File: src/rtl/rv32i_types.sv
// -----------------------------------------------------------------------------
// rv32i_types -- shared types for the RV32 core.
//   XLEN / MUL_WIDTH : architectural register width and multiplier default
//   mul_op_t         : M-extension multiply flavours
//   mul_state_t      : multiplier unit FSM states
//   rvfi_data        : retirement-trace payload carried alongside each op
//   op_signed_a/b    : which operands a multiply flavour treats as signed
// -----------------------------------------------------------------------------
package rv32i_types;

  localparam int XLEN      = 32;
  localparam int MUL_WIDTH = 32;

  typedef enum logic [1:0] {
    MUL_LO = 2'd0,
    MULH   = 2'd1,
    MULHSU = 2'd2,
    MULHU  = 2'd3
  } mul_op_t;

  typedef enum logic [1:0] {
    IDLE = 2'd0,
    BUSY = 2'd1,
    DONE = 2'd2
  } mul_state_t;

  typedef struct packed {
    logic            valid;
    logic [63:0]     order;
    logic [31:0]     insn;
    logic [4:0]      rs1_addr;
    logic [4:0]      rs2_addr;
    logic [XLEN-1:0] rs1_rdata;
    logic [XLEN-1:0] rs2_rdata;
    logic [4:0]      rd_addr;
    logic [XLEN-1:0] rd_wdata;
    logic [XLEN-1:0] pc_rdata;
    logic [XLEN-1:0] pc_wdata;
  } rvfi_data;

  // rs1 is signed for every flavour except MULHU.
  function automatic logic op_signed_a(input mul_op_t op);
    return (op != MULHU);
  endfunction

  // rs2 is signed only for MUL_LO and MULH.
  function automatic logic op_signed_b(input mul_op_t op);
    return (op == MUL_LO) || (op == MULH);
  endfunction

endpackage

File: src/rtl/mul_sign_fix.sv
// -----------------------------------------------------------------------------
// mul_sign_fix -- combinational sign handling around an unsigned multiplier.
//   Inbound : converts operands a/b to magnitudes according to mulop and
//             reports flip = sign(a) ^ sign(b) (signed operands only).
//   Outbound: two's-complement negates the 2*WIDTH product when neg is set.
// Ports:
//   mulop, a, b        in   operation and raw operands
//   mag_a, mag_b, flip out  operand magnitudes and result-negate flag
//   neg, prod_in       in   negate request and unsigned product
//   prod_out           out  signed-corrected product
// -----------------------------------------------------------------------------
module mul_sign_fix
  import rv32i_types::*;
#(
  parameter int WIDTH = MUL_WIDTH
) (
  input  mul_op_t            mulop,
  input  logic [WIDTH-1:0]   a,
  input  logic [WIDTH-1:0]   b,
  output logic [WIDTH-1:0]   mag_a,
  output logic [WIDTH-1:0]   mag_b,
  output logic               flip,
  input  logic               neg,
  input  logic [2*WIDTH-1:0] prod_in,
  output logic [2*WIDTH-1:0] prod_out
);

  logic neg_a;
  logic neg_b;

  assign neg_a = op_signed_a(mulop) & a[WIDTH-1];
  assign neg_b = op_signed_b(mulop) & b[WIDTH-1];

  // The most negative value maps onto itself, which is its correct unsigned
  // magnitude (2^(WIDTH-1)), so no extra bit is needed.
  assign mag_a = neg_a ? -a : a;
  assign mag_b = neg_b ? -b : b;
  assign flip  = neg_a ^ neg_b;

  assign prod_out = neg ? -prod_in : prod_in;

endmodule

File: src/rtl/mul_fu.sv
// -----------------------------------------------------------------------------
// mul_fu -- iterative radix-2^RADIX_BITS multiplier functional unit.
// Accepts one op at a time, retires RADIX_BITS multiplier bits per cycle
// through a shift-and-add datapath, and presents the selected product half on
// a valid/ready completion port tagged with its ROB index and trace payload.
// Ports:
//   clk, rst            clock, asynchronous active-low reset
//   flush               kill any in-flight op
//   in_valid/in_ready   issue handshake
//   mulop, a, b         operation and rs1/rs2 operands
//   tag_in, rvfi_in     ROB tag and retirement payload of the issued op
//   out_valid/out_ready completion handshake (CDB grant)
//   result              selected product half, 0 while out_valid is low
//   tag_out, rvfi_out   tag and payload of the completed op
// -----------------------------------------------------------------------------
module mul_fu
  import rv32i_types::*;
#(
  parameter int WIDTH      = MUL_WIDTH,
  parameter int RADIX_BITS = 2,
  parameter int TAG_W      = 5
) (
  input  logic             clk,
  input  logic             rst,
  input  logic             flush,
  input  logic             in_valid,
  output logic             in_ready,
  input  mul_op_t          mulop,
  input  logic [WIDTH-1:0] a,
  input  logic [WIDTH-1:0] b,
  input  logic [TAG_W-1:0] tag_in,
  input  rvfi_data         rvfi_in,
  output logic             out_valid,
  input  logic             out_ready,
  output logic [WIDTH-1:0] result,
  output logic [TAG_W-1:0] tag_out,
  output rvfi_data         rvfi_out
);

  localparam int STEPS = WIDTH / RADIX_BITS;
  localparam int CNT_W = (STEPS > 1) ? $clog2(STEPS) : 1;
  localparam int PW    = 2 * WIDTH;

  if (WIDTH % RADIX_BITS != 0) begin : g_bad_radix
    $error("mul_fu: RADIX_BITS must divide WIDTH evenly");
  end

  // ---------------------------------------------------------------------------
  // State
  // ---------------------------------------------------------------------------
  mul_state_t       state_q, state_d;
  mul_op_t          op_q;
  logic [TAG_W-1:0] tag_q;
  rvfi_data         rvfi_q;
  logic [PW-1:0]    a_sh_q;   // |a| pre-shifted to the weight of the next digit
  logic [WIDTH-1:0] b_sh_q;   // |b| with retired digits shifted out
  logic             flip_q;
  logic [PW-1:0]    acc_q;
  logic [CNT_W-1:0] cnt_q;

  logic             accept;
  logic             last_step;
  logic [RADIX_BITS-1:0] digit;
  logic [PW-1:0]    partial;
  logic [PW-1:0]    acc_sum;
  logic [PW-1:0]    prod_fixed;
  logic [WIDTH-1:0] mag_a, mag_b;
  logic             flip;

  mul_sign_fix #(.WIDTH(WIDTH)) u_sign_fix (
    .mulop    (mulop),
    .a        (a),
    .b        (b),
    .mag_a    (mag_a),
    .mag_b    (mag_b),
    .flip     (flip),
    .neg      (flip_q),
    .prod_in  (acc_sum),
    .prod_out (prod_fixed)
  );

  // ---------------------------------------------------------------------------
  // Datapath arithmetic: one RADIX_BITS digit of |b| per BUSY cycle. The
  // shifted |a| never exceeds 2^(2*WIDTH-RADIX_BITS), so the PW-bit product
  // of it and a digit cannot overflow.
  // ---------------------------------------------------------------------------
  assign digit     = b_sh_q[RADIX_BITS-1:0];
  assign partial   = a_sh_q * PW'(digit);
  assign acc_sum   = acc_q + partial;
  assign last_step = (cnt_q == CNT_W'(STEPS - 1));

  // ---------------------------------------------------------------------------
  // Next-state / handshake logic
  // ---------------------------------------------------------------------------
  // NOTE: every signal assigned in an always_comb gets a default at the top,
  // so no path leaves it unassigned and no latch is inferred.
  always_comb begin
    state_d  = state_q;
    in_ready = 1'b0;

    unique case (state_q)
      IDLE:    in_ready = 1'b1;
      DONE:    in_ready = out_ready;   // back-to-back accept on the grant edge
      default: in_ready = 1'b0;
    endcase
    if (flush) in_ready = 1'b0;

    accept = in_valid & in_ready;

    unique case (state_q)
      IDLE:    if (accept)    state_d = BUSY;
      BUSY:    if (last_step) state_d = DONE;
      DONE:    if (out_ready) state_d = accept ? BUSY : IDLE;
      default: state_d = IDLE;
    endcase

    // A flush in DONE with out_ready high still counts as consumed: the
    // handshake is visible to the consumer this cycle, we just go idle.
    if (flush) state_d = IDLE;
  end

  // NOTE: sequential state uses non-blocking assignments so every flop
  // samples the pre-edge values regardless of statement order.
  always_ff @(posedge clk or negedge rst) begin
    if (!rst) begin
      state_q <= IDLE;
    end else begin
      state_q <= state_d;
    end
  end

  // NOTE: the datapath registers are reset as well (not just the FSM) because
  // tag_out and rvfi_out are driven straight from them and must read zero
  // while reset is held.
  always_ff @(posedge clk or negedge rst) begin
    if (!rst) begin
      op_q   <= MUL_LO;
      tag_q  <= '0;
      rvfi_q <= '0;
      a_sh_q <= '0;
      b_sh_q <= '0;
      flip_q <= 1'b0;
      acc_q  <= '0;
      cnt_q  <= '0;
    end else if (accept) begin
      op_q   <= mulop;
      tag_q  <= tag_in;
      rvfi_q <= rvfi_in;
      a_sh_q <= PW'(mag_a);
      b_sh_q <= mag_b;
      flip_q <= flip;
      acc_q  <= '0;
      cnt_q  <= '0;
    end else if (state_q == BUSY && !flush) begin
      // Final digit folds in the sign correction so DONE holds the signed
      // product directly.
      acc_q  <= last_step ? prod_fixed : acc_sum;
      a_sh_q <= a_sh_q << RADIX_BITS;
      b_sh_q <= b_sh_q >> RADIX_BITS;
      cnt_q  <= cnt_q + CNT_W'(1);
    end
  end

  // ---------------------------------------------------------------------------
  // Completion outputs
  // ---------------------------------------------------------------------------
  assign out_valid = (state_q == DONE);
  assign tag_out   = tag_q;

  always_comb begin
    result = '0;
    if (out_valid) begin
      result = (op_q == MUL_LO) ? acc_q[WIDTH-1:0] : acc_q[PW-1:WIDTH];
    end
    rvfi_out          = rvfi_q;
    rvfi_out.rd_wdata = XLEN'(result);
  end

endmodule

File: config.mk
export PLATFORM = sky130hd
export DESIGN_NAME = mul_fu
export DESIGN_NICKNAME = d
export VERILOG_FILES = /design/src/rtl/rv32i_types.sv /design/src/rtl/mul_sign_fix.sv /design/src/rtl/mul_fu.sv
export SDC_FILE = /design/constraint.sdc
export NUM_CORES = 1
export LEC_CHECK = 0
export CORE_ASPECT_RATIO = 0.5
export CORE_MARGIN = 5
export CORE_UTILIZATION = 51
export CTS_CLUSTER_DIAMETER = 100
export CTS_CLUSTER_SIZE = 16
export DETAILED_ROUTE_END_ITERATION = 10
export PLACE_DENSITY = 0.89
export SKIP_LAST_GASP = 1
export SYNTH_ARGS = -nofsm -noshare
export SYNTH_HDL_FRONTEND = slang
export SYNTH_SLANG_ARGS = --single-unit
File: constraint.sdc
create_clock -name clk -period 5.7 [get_ports clk]
set_input_delay 0.855 -clock clk [delete_from_list [all_inputs] [get_ports clk]]
set_output_delay 0.855 -clock clk [all_outputs]
set_load 0.01 [all_outputs]
# --- Word-level counts from Yosys, hierarchy flattened ---
# Index checks and enable logic that the tools add are counted.
word_totals:
  register_bits: 414
  elab_cells: 66
  output_inout_bits: 311
op_classes:
  n_reduce_logical: 8
  bitwise: 4
  n_addsub: 5
  n_eq_ne: 8
  n_mul: 1
  n_mux: 22
op_table:
  columns: ["operator", "count"]
  rows:
  - ["64-bit two-way mux", 6]
  - ["32-bit two-way mux", 6]
  - ["64-bit adder", 1]
  - ["64-bit by 2-bit multiplier with 64-bit output", 1]
  - ["32-bit negation", 2]
  - ["64-bit negation", 1]
  - ["2-bit two-way mux", 4]
  - ["4-bit two-way mux", 2]
  - ["2-bit zero test", 3]
  - ["3-bit inequality test (second input constant)", 2]
  - ["2-bit one-hot mux with 3 select lines", 1]
  - ["4-bit by 1-bit adder with 4-bit output (second input constant)", 1]
  - ["2-bit by 1-bit equality test with 1-bit output (second input constant)", 2]
  - ["4-bit equality test (second input constant)", 1]
  - ["1-bit AND", 3]
  - ["3-bit by 2-bit inequality test with 1-bit output (second input constant)", 1]
  - ["3-bit AND reduction", 1]
  - ["2-bit equality test (second input constant)", 1]
  - ["1-bit two-way mux", 2]
  - ["2-bit inequality test (second input constant)", 1]
  - ["1-bit one-hot mux with 2 select lines", 1]
  - ["2-bit nonzero test", 1]
  - ["1-bit logical AND", 1]
  - ["1-bit zero test", 1]
  - ["other kinds (2)", 2]

# --- Longest topological paths before layout ---
logic_depth:
  depth_word: 8
  ltp_mapped: 20

# --- By module ---
# Synthesis repeated with hierarchy kept, for this count alone.
hier_totals:
  cells_unflattened: 3283
  area_unflattened_um2: 25942.4
modules_own_cells:
  columns: ["mod", "cells_per_inst", "seq_area_each_um2", "area_each_um2", "instances"]
  rows:
  - ["mul_fu", 2866, 10359.9, 23182.2, 1]
  - ["mul_sign_fix", 417, 0.0, 2760.1, 1]

# --- Worst setup path after synthesis ---
# No wires, ideal clock.
synth_timing:
  path_type: "flip-flop to flip-flop"
  startpoint: "register b_sh_q[1]"
  endpoint: "register acc_q[54]"
  path_buffers: 3
  setup_slack_ns: 0.589
  required_time_ns: 5.567
  path_stages_with_launch: 20
  period_less_slack_ns: 5.111
  t_arrival_ns: 4.979
  cell_sequence: "dfrtp_1 clkbuf_1 clkbuf_1 nand2_1 fa_1 inv_1 ha_1 fa_1 a211oi_2 o21a_1 o2bb2ai_2 a2111oi_2 a311oi_1 a2111oi_2 nand3_1 nand4b_4 buf_2 nor4_2 mux2i_1 o211ai_1"
synth_between:
  elab_chain_cells: 7
synth_rtl:
  columns: ["item", "line", "text"]
  rows:
  - ["start, declared", "mul_fu.sv:56", "logic [WIDTH-1:0] b_sh_q;"]
  - ["start signal, assigned", "mul_fu.sv:150", "b_sh_q <= mag_b;"]
  - ["start signal, assigned", "mul_fu.sv:159", "b_sh_q <= b_sh_q >> RADIX_BITS;"]
  - ["64-bit by 2-bit multiplier with 64-bit output *", "mul_fu.sv:88", "assign partial = a_sh_q * PW'(digit);"]
  - ["64-bit adder *", "mul_fu.sv:89", "assign acc_sum = acc_q + partial;"]
  - ["64-bit negation", "mul_sign_fix.sv:40", "assign prod_out = neg ? -prod_in : prod_in;"]
  - ["64-bit two-way mux", "mul_sign_fix.sv:40", null]
  - ["64-bit two-way mux *", "mul_fu.sv:157", "acc_q <= last_step ? prod_fixed : acc_sum;"]
  - ["64-bit two-way mux *", "mul_fu.sv:154", "end else if (state_q == BUSY && !flush) begin"]
  - ["64-bit two-way mux *", "mul_fu.sv:145", "end else if (accept) begin"]
  - ["end signal, assigned", "mul_fu.sv:157", null]
  - ["end, declared", "mul_fu.sv:58", "logic [PW-1:0] acc_q;"]
# Every way passes the cells marked *; elsewhere a longest branch is shown, timed or not. The select of a mux whose other input is x is not followed.
# A chain may end at the register's enable or synchronous reset.

# --- Worst setup path in the final report ---
layout_timing:
  startpoint: "register b_sh_q[1]"
  endpoint: "register acc_q[58]"
# The elaborated chain is that of the path after synthesis.

==> results.yml <==
critical_path:
  cpLargestDelayFamily: "compound AO/OA/AOI/OAI gates"
  arrival_ns: 5.94
  required_ns: 6.22
  critPathSlowestCell: "fa_1"
  reg2reg_depth: 17
  worstReg2RegEnd: "acc_q[58]$_DFFE_PN0P_"
  start_kind: "flip-flop"
  r2r_start: "b_sh_q[1]$_DFFE_PN0P_"
  cpPeakStageDelay_ns: 0.54
  end_kind: "flip-flop"
  worst-setup-path-type: "flip-flop to flip-flop"
  cp.depth: 17
  cp-startpoint: "b_sh_q[1]$_DFFE_PN0P_"
  reg2reg_slack_ns: 0.28
  worst-path-max-fanout: 33
  crit_buf_inv: 3
  cp-endpoint: "acc_q[58]$_DFFE_PN0P_"
  crit_chain: "buf_12, buf_12, nand2_1, fa_1, inv_1, ha_1, a21oi_1, o21ai_0, a21oi_1, o21ai_0, a31o_2, or3_1, a221oi_2, nand4_1, nor3_1, mux2i_1, nand2_1"
logic_synthesis:
  synthArstFlopShare_pct: 100
  synth_area_um2: 26400
  synth_edf_count: 0
  synth-seq-cells: 414
  yosys_warnings: 0
  syn_area_per_cell_um2: 7.87
  dominantRegCellSynth: "dfrtp_1"
  seq_area_frac_synth_pct: 39.3
  synth_cell_type_count: 92
  syn_inst: 3349
  syn_nets: 3827
timing:
  drv_slew: 0
  slew-limit-headroom_pct: 27.2
  finalWorstSetupSlack_ns: 0.278
  hold_viol: 0
  setup_viol: 0
  rsz0062_at_grt: "no"
  max_freq_ghz: 0.184
  fin_tns_setup_ns: 0
  finalClockSkew_ns: 0.0462
  worst_pin_slew_ns: 1.09
  hold_ws_ns: 0.175
  min_period_ns: 5.42
  finalCritPeriodShare_pct: 95.1
floorplanning:
  die-width_um: 332
  start_util_pct: 52.1
  ios: 659
  fp.coreArea_um2: 50700
  fp.dieH_um: 171
  num_rows: 58
  dieArea_um2: 56600
cts:
  clkSlewWorstSetupHoldPaths_ns: 0.09
  hold_buffers: 0
  cts_tree: "yes"
  insertion_delay_ns: 0.65
  clkSinkCount: 414
  cts_buffers: 29
  htree_levels: 1
  root_buffer: "clkbuf_16"
  cts_max_path_buffers: 3
global_route:
  antenna_found_initial: 15
  grt_max_degree: 162
  grt_overflow: 0
  grt_pass1_wl_um: 167000
  grt_pass1_vias: 25800
  grt_use_total_pct: 38.7
detailed_routing:
  postRouteAntennaNets: 0
  drt-pass1-iter-count: 9
  via_per_inst: 5.89
  drt-total-wl_um: 114000
  vias: 26800
  drt_iter0_markers: 3080
  routedWlPerCell_um: 25.1
  drc: 0
min_path:
  min_path_type: "input pin to async pin"
power_and_ir_drop:
  p_leak_nw: 15.5
  power.total_mw: 11.4
  ir_drop_uv: 272
  powerDensity_nw_per_um2: 335
status:
  status: "finished clean"
job:
  cap_violations: 0
placed_design:
  dp_worst_setup_slack_ns: 0.292
  gp_congestion: 1.04
  place_area_um2: 33100
  place_inst: 4503
  hpwl_um: 90400
  port_buffers: 626
layout:
  fin_area_um2: 33900
  drive_above_1_share_pct: 3.51
  finalNetCount: 4322
  area_delta_synth_final_pct: 28.5
  fill_cells: 4180
  utilization_pct: 66.9
  final_cells: 4547
## cell usage after synthesis, types with 63 or more instances
cell / n / share of area [%]
inv_1: 199 / 2.8
xnor2_1: 83 / 2.8
o21ai_0: 223 / 4.2
nand2_1: 1171 / 17
fa_1: 63 / 4.8
clkbuf_1: 161 / 2.3
xor2_1: 75 / 2.5
nor2_1: 133 / 1.9
a22oi_1: 71 / 2.0
a21oi_1: 159 / 3.0
dfrtp_1: 414 / 39
ha_1: 67 / 3.2
## worst min-delay path by stage
stage / start / end / slack (ns) / cells after the start
2_1_floorplan: op_q[0]$_DFFE_PN0P_ / op_q[0]$_DFFE_PN0P_ / 0.46 / 2
3_3_place_gp: rvfi_out[234]$_DFFE_PN0P_ / rvfi_out[234]$_DFFE_PN0P_ / 0.46 / 2
3_5_place_dp: rvfi_out[208]$_DFFE_PN0P_ / rvfi_out[208]$_DFFE_PN0P_ / 0.46 / 2
4_1_cts: rst / tag_out[4]$_DFFE_PN0P_ / 0.19 / 1
5_1_grt: rst / tag_out[3]$_DFFE_PN0P_ / 0.23 / 1
6_report: rst / tag_out[3]$_DFFE_PN0P_ / 0.18 / 1
## per-layer routing
metal  share of wire (%)  routed length [um]  track usage (%)  vias to the layer above
met5               0.013                  15                0                        -
met4                 4.1                4700             12.5                        2
met3                 9.5               10800             9.19                      259
met2                  45               51000             61.7                     1346
met1                  42               47500             53.0                    13200
li1                    -                   -                -                    12000
## state kept, by name (all words and copies together) (netlist names)
signal    count
rvfi_out    240
a_sh_q       64
acc_q        64
b_sh_q       32
tag_out       5
cnt_q         4
op_q          2
state_q       2
flip_q        1
## repair_timing
action	CTS	global route
endpoints found under the setup margin	0	17
buffers inserted	0	0
resized for setup	0	3
endpoints found under the hold margin	0	0
## kinds of logic (layout without fill, tap and decap cells)
kind of cell             Yosys count  in the layout  share of synthesized area (%)
buffers and inverters            417            913                           6.52
other                              0             12                              0
AO/OA/AOI/OAI                    650            650                           15.4
multiplexers                      17             17                          0.660
flip-flops                       414            414                           39.3
adder cells (fa/ha/maj)          130            130                           7.96
AND/OR/NAND/NOR                 1563           1563                           24.9
XOR/XNOR                         158            158                           5.25
## cells in the final DEF, fill, tap and decap left out, types with 16 or more instances in the layout
| cell | instances |
|---|---|
| xor2_1 | 75 |
| fa_1 | 63 |
| inv_1 | 199 |
| o31ai_1 | 18 |
| nand3_1 | 37 |
| a21oi_1 | 159 |
| a21o_1 | 23 |
| clkbuf_16 | 29 |
| nand4_1 | 37 |
| nand2_1 | 1170 |
| xnor2_1 | 83 |
| buf_4 | 49 |
| a22oi_1 | 71 |
| and2_1 | 28 |
| ha_1 | 67 |
| nor2_1 | 131 |
| nor4_1 | 19 |
| clkdlybuf4s50_1 | 625 |
| or3_1 | 16 |
| nor3_1 | 45 |
| o21ai_0 | 223 |
| dfrtp_1 | 412 |
## area by class of cell
type	count	area [um^2]	area share, %
Clock buffer	31	743	2.19
Antenna cell	12	30.0	0.0886
Timing Repair Buffer	682	6780	20.0
Tap cell	690	863	2.55
Sequential cell	414	10400	30.6
Multi-Input combinational cell	2518	14300	42.3
Inverter	199	747	2.20
Clock inverter	1	20.0	0.0591
## worst register-to-register path, cell delays in order (launching register included)
cell and delay [ns]:
dfrtp_2 0.40, buf_12 0.22, buf_12 0.24, nand2_1 0.14, fa_1 0.54, inv_1 0.05, ha_1 0.40, a21oi_1 0.26
o21ai_0 0.29, a21oi_1 0.34, o21ai_0 0.13, a31o_2 0.24, or3_1 0.41, a221oi_2 0.50, nand4_1 0.39, nor3_1 0.46
mux2i_1 0.24, nand2_1 0.06
## power breakdown
group	internal, mW	switching [mW]
combinational	2.13	3.15
clock	0.922	1.11
sequential	3.52	0.516
total	6.57	4.78
Note: power is estimated with default switching activity, not from simulation.
